===== src/rtl/scramble_inputs.sv =====
// ---------------------------------------------------------------------------
// scramble_inputs
//   Input conditioning stage in front of the Scramble core's button_in port.
//   Decodes PS/2 key events, merges both joysticks, remaps directions when the
//   display is rotated, and turns start/coin requests into coin pulses that
//   are timed in video frames (vblank rising edges).
//
// Ports
//   clk         system clock (only clock domain)
//   RESET       asynchronous, active-high reset
//   ps2_key     hps_io key event: [10] toggle, [9] pressed, [8] ext, [7:0] code
//   joystick_0  player 1 joystick, active-high
//   joystick_1  player 2 joystick, active-high
//   rotate      1 = horizontal display, remap directions
//   vblank      core vertical blank, synchronous to clk
//   button_n    registered, active-low
//               {fire2, start2, fire1, coin, start1, right, left, down, up}
//   coin_busy   coin sequencer is not idle
// ---------------------------------------------------------------------------
module scramble_inputs #(
  parameter int unsigned COIN_FRAMES     = 4,  // 1..255
  parameter int unsigned COIN_GAP_FRAMES = 4   // 1..255
) (
  input  logic        clk,
  input  logic        RESET,
  input  logic [10:0] ps2_key,
  input  logic [15:0] joystick_0,
  input  logic [15:0] joystick_1,
  input  logic        rotate,
  input  logic        vblank,
  output logic [8:0]  button_n,
  output logic        coin_busy
);

  localparam logic [7:0] COIN_LOAD = 8'(COIN_FRAMES);
  localparam logic [7:0] GAP_LOAD  = 8'(COIN_GAP_FRAMES);

  // Key register indices
  localparam int K_UP    = 0;
  localparam int K_DOWN  = 1;
  localparam int K_LEFT  = 2;
  localparam int K_RIGHT = 3;
  localparam int K_CTRL  = 4;
  localparam int K_SPACE = 5;
  localparam int K_F1    = 6;
  localparam int K_F2    = 7;
  localparam int K_FIVE  = 8;

  typedef enum logic [1:0] {
    ST_IDLE,
    ST_ACTIVE,
    ST_GAP
  } coin_state_t;

  // -------------------------------------------------------------------------
  // PS/2 key decode
  // -------------------------------------------------------------------------
  logic       tog_q;
  logic       key_evt;
  logic [8:0] key_q;
  logic [8:0] key_hit;

  // hps_io signals a new event by flipping the toggle bit
  assign key_evt = ps2_key[10] ^ tog_q;

  always_comb begin
    key_hit = '0;
    // Arrow keys ignore the extended flag so a release with a different
    // [8] value still clears them.
    key_hit[K_UP]    = (ps2_key[7:0] == 8'h75);
    key_hit[K_DOWN]  = (ps2_key[7:0] == 8'h72);
    key_hit[K_LEFT]  = (ps2_key[7:0] == 8'h6B);
    key_hit[K_RIGHT] = (ps2_key[7:0] == 8'h74);
    key_hit[K_CTRL]  = (ps2_key[8:0] == 9'h014);
    key_hit[K_SPACE] = (ps2_key[8:0] == 9'h029);
    key_hit[K_F1]    = (ps2_key[8:0] == 9'h005);
    key_hit[K_F2]    = (ps2_key[8:0] == 9'h006);
    key_hit[K_FIVE]  = (ps2_key[8:0] == 9'h02E);
  end

  always_ff @(posedge clk or posedge RESET) begin
    if (RESET) begin
      tog_q <= 1'b0;
      key_q <= '0;
    end else begin
      tog_q <= ps2_key[10];
      for (int i = 0; i < 9; i++) begin
        if (key_evt && key_hit[i]) begin
          key_q[i] <= ps2_key[9];
        end
      end
    end
  end

  // -------------------------------------------------------------------------
  // Button merge and orientation remap
  // -------------------------------------------------------------------------
  logic [15:0] joy;
  logic        up, down, left, right;
  logic        fire1, fire2, start1, start2;
  logic        req_lvl;
  logic        unused_joy;

  assign joy        = joystick_0 | joystick_1;
  assign unused_joy = ^joy[15:9];

  always_comb begin
    if (rotate) begin
      up    = key_q[K_LEFT]  | joy[1];
      down  = key_q[K_RIGHT] | joy[0];
      left  = key_q[K_DOWN]  | joy[2];
      right = key_q[K_UP]    | joy[3];
    end else begin
      up    = key_q[K_UP]    | joy[3];
      down  = key_q[K_DOWN]  | joy[2];
      left  = key_q[K_LEFT]  | joy[1];
      right = key_q[K_RIGHT] | joy[0];
    end
  end

  assign fire1   = key_q[K_CTRL]  | joy[4];
  assign fire2   = key_q[K_SPACE] | joy[5];
  assign start1  = key_q[K_F1]    | joy[6];
  assign start2  = key_q[K_F2]    | joy[7];
  assign req_lvl = start1 | start2 | key_q[K_FIVE] | joy[8];

  // -------------------------------------------------------------------------
  // Coin pulse sequencer and output register
  // -------------------------------------------------------------------------
  coin_state_t state_q;
  logic [7:0]  cnt_q;
  logic [7:0]  cnt_dec;
  logic        pend_q;
  logic        req_q;
  logic        vblank_q;
  logic        req_rise;
  logic        frame_tick;

  assign req_rise   = req_lvl & ~req_q;
  assign frame_tick = vblank & ~vblank_q;
  // Saturating decrement: the counter never wraps below zero
  assign cnt_dec    = (cnt_q == 8'd0) ? 8'd0 : cnt_q - 8'd1;
  assign coin_busy  = (state_q != ST_IDLE);

  always_ff @(posedge clk or posedge RESET) begin
    if (RESET) begin
      state_q  <= ST_IDLE;
      cnt_q    <= 8'd0;
      pend_q   <= 1'b0;
      req_q    <= 1'b0;
      vblank_q <= 1'b0;
      button_n <= 9'h1FF;
    end else begin
      req_q    <= req_lvl;
      vblank_q <= vblank;
      button_n <= ~{fire2, start2, fire1, (state_q == ST_ACTIVE),
                    start1, right, left, down, up};

      case (state_q)
        ST_IDLE: begin
          // A request beats a simultaneous frame tick: load, no decrement
          if (req_rise) begin
            state_q <= ST_ACTIVE;
            cnt_q   <= COIN_LOAD;
          end
        end

        ST_ACTIVE: begin
          if (req_rise) begin
            pend_q <= 1'b1;
          end
          if (frame_tick) begin
            if (cnt_dec == 8'd0) begin
              state_q <= ST_GAP;
              cnt_q   <= GAP_LOAD;
            end else begin
              cnt_q <= cnt_dec;
            end
          end
        end

        ST_GAP: begin
          if (frame_tick && (cnt_dec == 8'd0)) begin
            // A request landing on the final gap tick counts as pending
            if (pend_q || req_rise) begin
              state_q <= ST_ACTIVE;
              cnt_q   <= COIN_LOAD;
            end else begin
              state_q <= ST_IDLE;
              cnt_q   <= 8'd0;
            end
            pend_q <= 1'b0;
          end else begin
            if (frame_tick) begin
              cnt_q <= cnt_dec;
            end
            if (req_rise) begin
              pend_q <= 1'b1;
            end
          end
        end

        default: begin
          state_q <= ST_IDLE;
          cnt_q   <= 8'd0;
          pend_q  <= 1'b0;
        end
      endcase
    end
  end

endmodule


===== config.mk =====
export PLATFORM = sky130hd
export DESIGN_NAME = scramble_inputs
export DESIGN_NICKNAME = d
export VERILOG_FILES = /design/src/rtl/scramble_inputs.sv
export SDC_FILE = /design/constraint.sdc
export NUM_CORES = 1
export LEC_CHECK = 0
export BUFFER_PORTS_ARGS = -buffer_cell sky130_fd_sc_hd__buf_2
export CELL_PAD_IN_SITES_DETAIL_PLACEMENT = 1
export CELL_PAD_IN_SITES_GLOBAL_PLACEMENT = 1
export CORE_AREA = 2 2 90 58
export DETAILED_ROUTE_END_ITERATION = 7
export DIE_AREA = 0 0 92 60
export GPL_ROUTABILITY_DRIVEN = 0
export PLACE_DENSITY = 0.81
export SLEW_MARGIN = 20
export SYNTH_ARGS = -nofsm -noshare
export SYNTH_HDL_FRONTEND = slang
export SYNTH_SLANG_ARGS = --single-unit

===== constraint.sdc =====
create_clock -name clk -period 2.2 [get_ports clk]
set_clock_uncertainty 0.15 [all_clocks]
set_input_delay 0.11 -clock clk [delete_from_list [all_inputs] [get_ports clk]]
set_output_delay 0.11 -clock clk [all_outputs]
set_load 0.05 [all_outputs]

==> impl_metrics.csv <==
group,metric,value,unit
critical_path,worstSetupStartpointType,"flip-flop",
clock_tree,insertion_delay,0.29,ns
synthesis,postSynthAreaPerCell,10.5,µm²
critical_path,cp_data_required_time,2.28,ns
critical_path,crit_family,"compound AO/OA/AOI/OAI gates",
pwr,p_sw_share,40.7,%
synthesis,synth_area_leader_cell,"dfrtp_1",
synthesis,synthAdderAreaFrac,4.37,%
timing,worst_slack,0.145,ns
finish,n_antenna_cell,0,
critical_path,cp_slowest_cell,"dfrtp_1",
synthesis,synth_enable_flop_cells,0,
critical_path,arrival,2.13,ns
clock_tree,clkTransAtPathRegs,0.07,ns
timing,worst_pin_slew,0.428,ns
job,cap_viol_max_count,0,
timing,rsz0062_at_grt,"false",
status,status,"finished clean",
finish,register_area,812,µm²
critical_path,path_max_fanout,6,
timing,finalCritPeriodShare,93.4,%
drt,num_vias,1543,
critical_path,end_kind,"flip-flop",
critical_path,max_stage_delay,0.35,ns
critical_path,rr_endpoint,"state_q[1]$_DFFE_PP0P_",
placement,placed_cells,281,
synthesis,synth_compound_area_share,13.2,%
critical_path,r2r_cells,7,
synthesis,synth_area,0.00172,mm²
drt,ant_nets,0,
floorplan,ios,57,
timing,hold_viol,0,
drt,vias_per_cell,5.09,
pwr,switchingPower,1.20,mW
clock_tree,postCtsSetupRepairBufs,0,
drt,wl_per_cell,15.7,µm
timing,min_period,2.05,ns
pwr,seqPwrFrac,27.7,%
worst_hold_path,min_path_type,"in -> reg",
synthesis,async_flop_share,100,%
floorplan,start_util,36.1,%
synthesis,ys_warn_count,0,
placement,hpwlAfterDp,3470,µm
clock_tree,ctsLongestPathBuffers,2,
placement,portBuffers,42,
finish,post_route_cells_drive_above_1_share,36.3,%
floorplan,die-area,0.00552,mm²
synthesis,yosysSeqAreaShare,47.3,%
drt,wl,4750,µm
clock_tree,cts_max_level,2,
floorplan,die_x,92,µm
synthesis,syn-num-nets,216,
finish,area_growth,38.7,%
critical_path,path_cells,"inv_1 > ha_1 > xnor2_2 > a31o_2 > a31oi_1 > nor4b_2 > o22a_1",
finish,postLayoutCellArea,0.00238,mm²
floorplan,fp.coreArea,0.00475,mm²
synthesis,synth_top_family_by_area,"simple AND/OR/NAND/NOR gates",
placement,placed_cell_area,0.00209,mm²
timing,holdWs,0.0350,ns
synthesis,synth_cell_types,41,
placement,dpl_worst_slack,0.0608,ns
synthesis,synthMuxAreaShare,10.1,%
drt,drtIter0Drc,52,
timing,tns,0,ns
synthesis,synthFlopType,"dfrtp_1",
finish,layout.cells.non_filler,303,
synthesis,yosys-top-cells-area,"dfrtp_1 (34%), dfstp_2 (14%), mux2_1 (4.6%)",
synthesis,yosys.area_share.xor_xnor,1.02,%
drt,drc,0,
timing,finalMaxSlewViolations,0,
floorplan,die-height,60,µm
pwr,peakVddDrop,675,µV
pwr,intPower,1.75,mW
pwr,combPwrFrac,50.8,%
pwr,power.leakage,1.09,nW
synthesis,synth_top_area_share,33.5,%
timing,slew_headroom,71.4,%
worst_hold_path,whs_path_depth,2,
global_route,grt-ovfl-total,0,
critical_path,crit_type,"reg -> reg",
synthesis,yosys.area_share.simple,21.5,%
critical_path,timing.critical_path.buf_inv,1,
global_route,antenna_found_initial,0,
finish,fillerInstances,556,
clock_tree,cts.sink_count,32,
finish,fin_nets,289,
critical_path,crit-reg2reg-launch,"cnt_q[0]$_DFFE_PP0P_",
global_route,grt_max_degree,33,
critical_path,r2r_setup_slack,0.15,ns
critical_path,worstSetupPathDepth,7,
pwr,clkPwrFrac,21.4,%
finish,multi_input_area,886,µm²
floorplan,core.rowCount,20,
drt,firstDrtPassIters,4,
timing,setup_viol_count_final,0,
clock_tree,cts_tree,"yes",
global_route,grtUsageTotal,19.4,%
worst_hold_path,hp-start,"ps2_key[9]",
clock_tree,numCtsBuffers,5,
worst_hold_path,min_to,"key_q[5]$_DFFE_PP0P_",
clock_tree,root_buffer,"clkbuf_8",
timing,fmax,487,MHz
global_route,grt_pass1_wl,8040,µm
synthesis,ys_ff_latch,32,
synthesis,synthCells,163,
global_route,grt_pass1_vias,1648,
pwr,p_per_area,1240,mW/mm²
==> metal layers <==
| layer | vias up | track usage, % | wire length, µm |
|---|---|---|---|
| li1 | 749 | - | - |
| met1 | 754 | 26.8 | 2460 |
| met2 | 33 | 30.6 | 2030 |
| met3 | 7 | 4.54 | 197 |
| met4 | 0 | 6.40 | 55 |
| met5 | - | 0 | 0 |
==> power groups by stage <==
stage	Combinational (mW)	Clock (mW)	Sequential [mW]
finish	1.50	0.630	0.816
global route	1.67	0.676	0.832
CTS	1.45	0.647	0.813
detailed placement	1.43	0	0.822
global placement	1.36	0	0.814
floorplan	0.876	0	0.867
==> synth_stat cells, drive strengths merged (6+ instances only) <==
cell type,instances
nor3,12
dfrtp,23
dfstp,9
nor3b,7
a21oi,6
mux2,15
o21ai,6
inv,9
nor2,11
ha,6
nor2b,6
==> per-stage QoR <==
stage	util, %	power, mW
final	50.1	2.94
after global placement	43.9	2.17
after global routing	50.1	3.18
after floorplan	-	1.74
after CTS	49.6	2.91
after detailed placement	43.9	2.25
==> flip-flops by register name, indices dropped and copies added (netlist names) <==
| signal | cells |
|---|---|
| pend_q | 1 |
| state_q | 2 |
| tog_q | 1 |
| key_q | 9 |
| vblank_q | 1 |
| cnt_q | 8 |
| button_n | 9 |
| req_q | 1 |
==> cell families after synthesis <==
logic type | Yosys count
compound gates | 34
mux | 15
buf+inv | 11
simple gates | 63
fa+ha+maj | 6
flops | 32
xor+xnor | 2
==> cells in the final DEF (no fill, tap or decap), types with 2 or more instances in the layout <==
master	count
dfstp_2	9
nor4_1	2
nand4_1	3
a21oi_1	6
nor4b_1	3
nand2b_1	4
nor2_1	10
nand3b_1	2
nor3b_1	6
nor3_1	12
dfrtp_1	23
mux2_2	7
ha_1	6
mux2_1	7
nand3_1	3
a31oi_1	4
o21ai_0	3
o21ai_1	3
inv_1	9
o21bai_1	2
clkbuf_8	7
nand2_1	5
nor2b_1	6
buf_2	42
o31ai_1	2
a22o_1	3
o211ai_1	2
dlygate4sd3_1	14
buf_4	12
==> timing repair <==
| item | CTS | global route |
|---|---|---|
| endpoints found under the setup margin | 0 | 5 |
| gates resized for setup | 0 | 4 |
| endpoints found under the hold margin | 34 | 0 |
| hold buffers | 14 | 0 |
==> layout make-up <==
| class | instances | share of cell area, % |
|---|---|---|
| Multi-Input combinational cell | 120 | 37.2 |
| Sequential cell | 32 | 34.1 |
| Clock inverter | 1 | 1.26 |
| Clock buffer | 7 | 4.05 |
| Timing Repair Buffer | 68 | 18.5 |
| Tap cell | 66 | 3.47 |
| Inverter | 9 | 1.42 |
==> how the worst max path moves through the flow <==
stage                            from                     end  slack, ns
6_report         cnt_q[0]$_DFFE_PP0P_  state_q[1]$_DFFE_PP0P_       0.15
5_1_grt                 joystick_0[7]    cnt_q[0]$_DFFE_PP0P_      0.008
4_1_cts          cnt_q[0]$_DFFE_PP0P_  state_q[1]$_DFFE_PP0P_       0.03
3_5_place_dp     cnt_q[0]$_DFFE_PP0P_  state_q[1]$_DFFE_PP0P_       0.06
3_3_place_gp     cnt_q[0]$_DFFE_PP0P_  state_q[1]$_DFFE_PP0P_       0.14
2_1_floorplan  state_q[0]$_DFFE_PP0P_    cnt_q[5]$_DFFE_PP0P_       0.23
No activity file was read; power rests on OpenSTA's default activity.
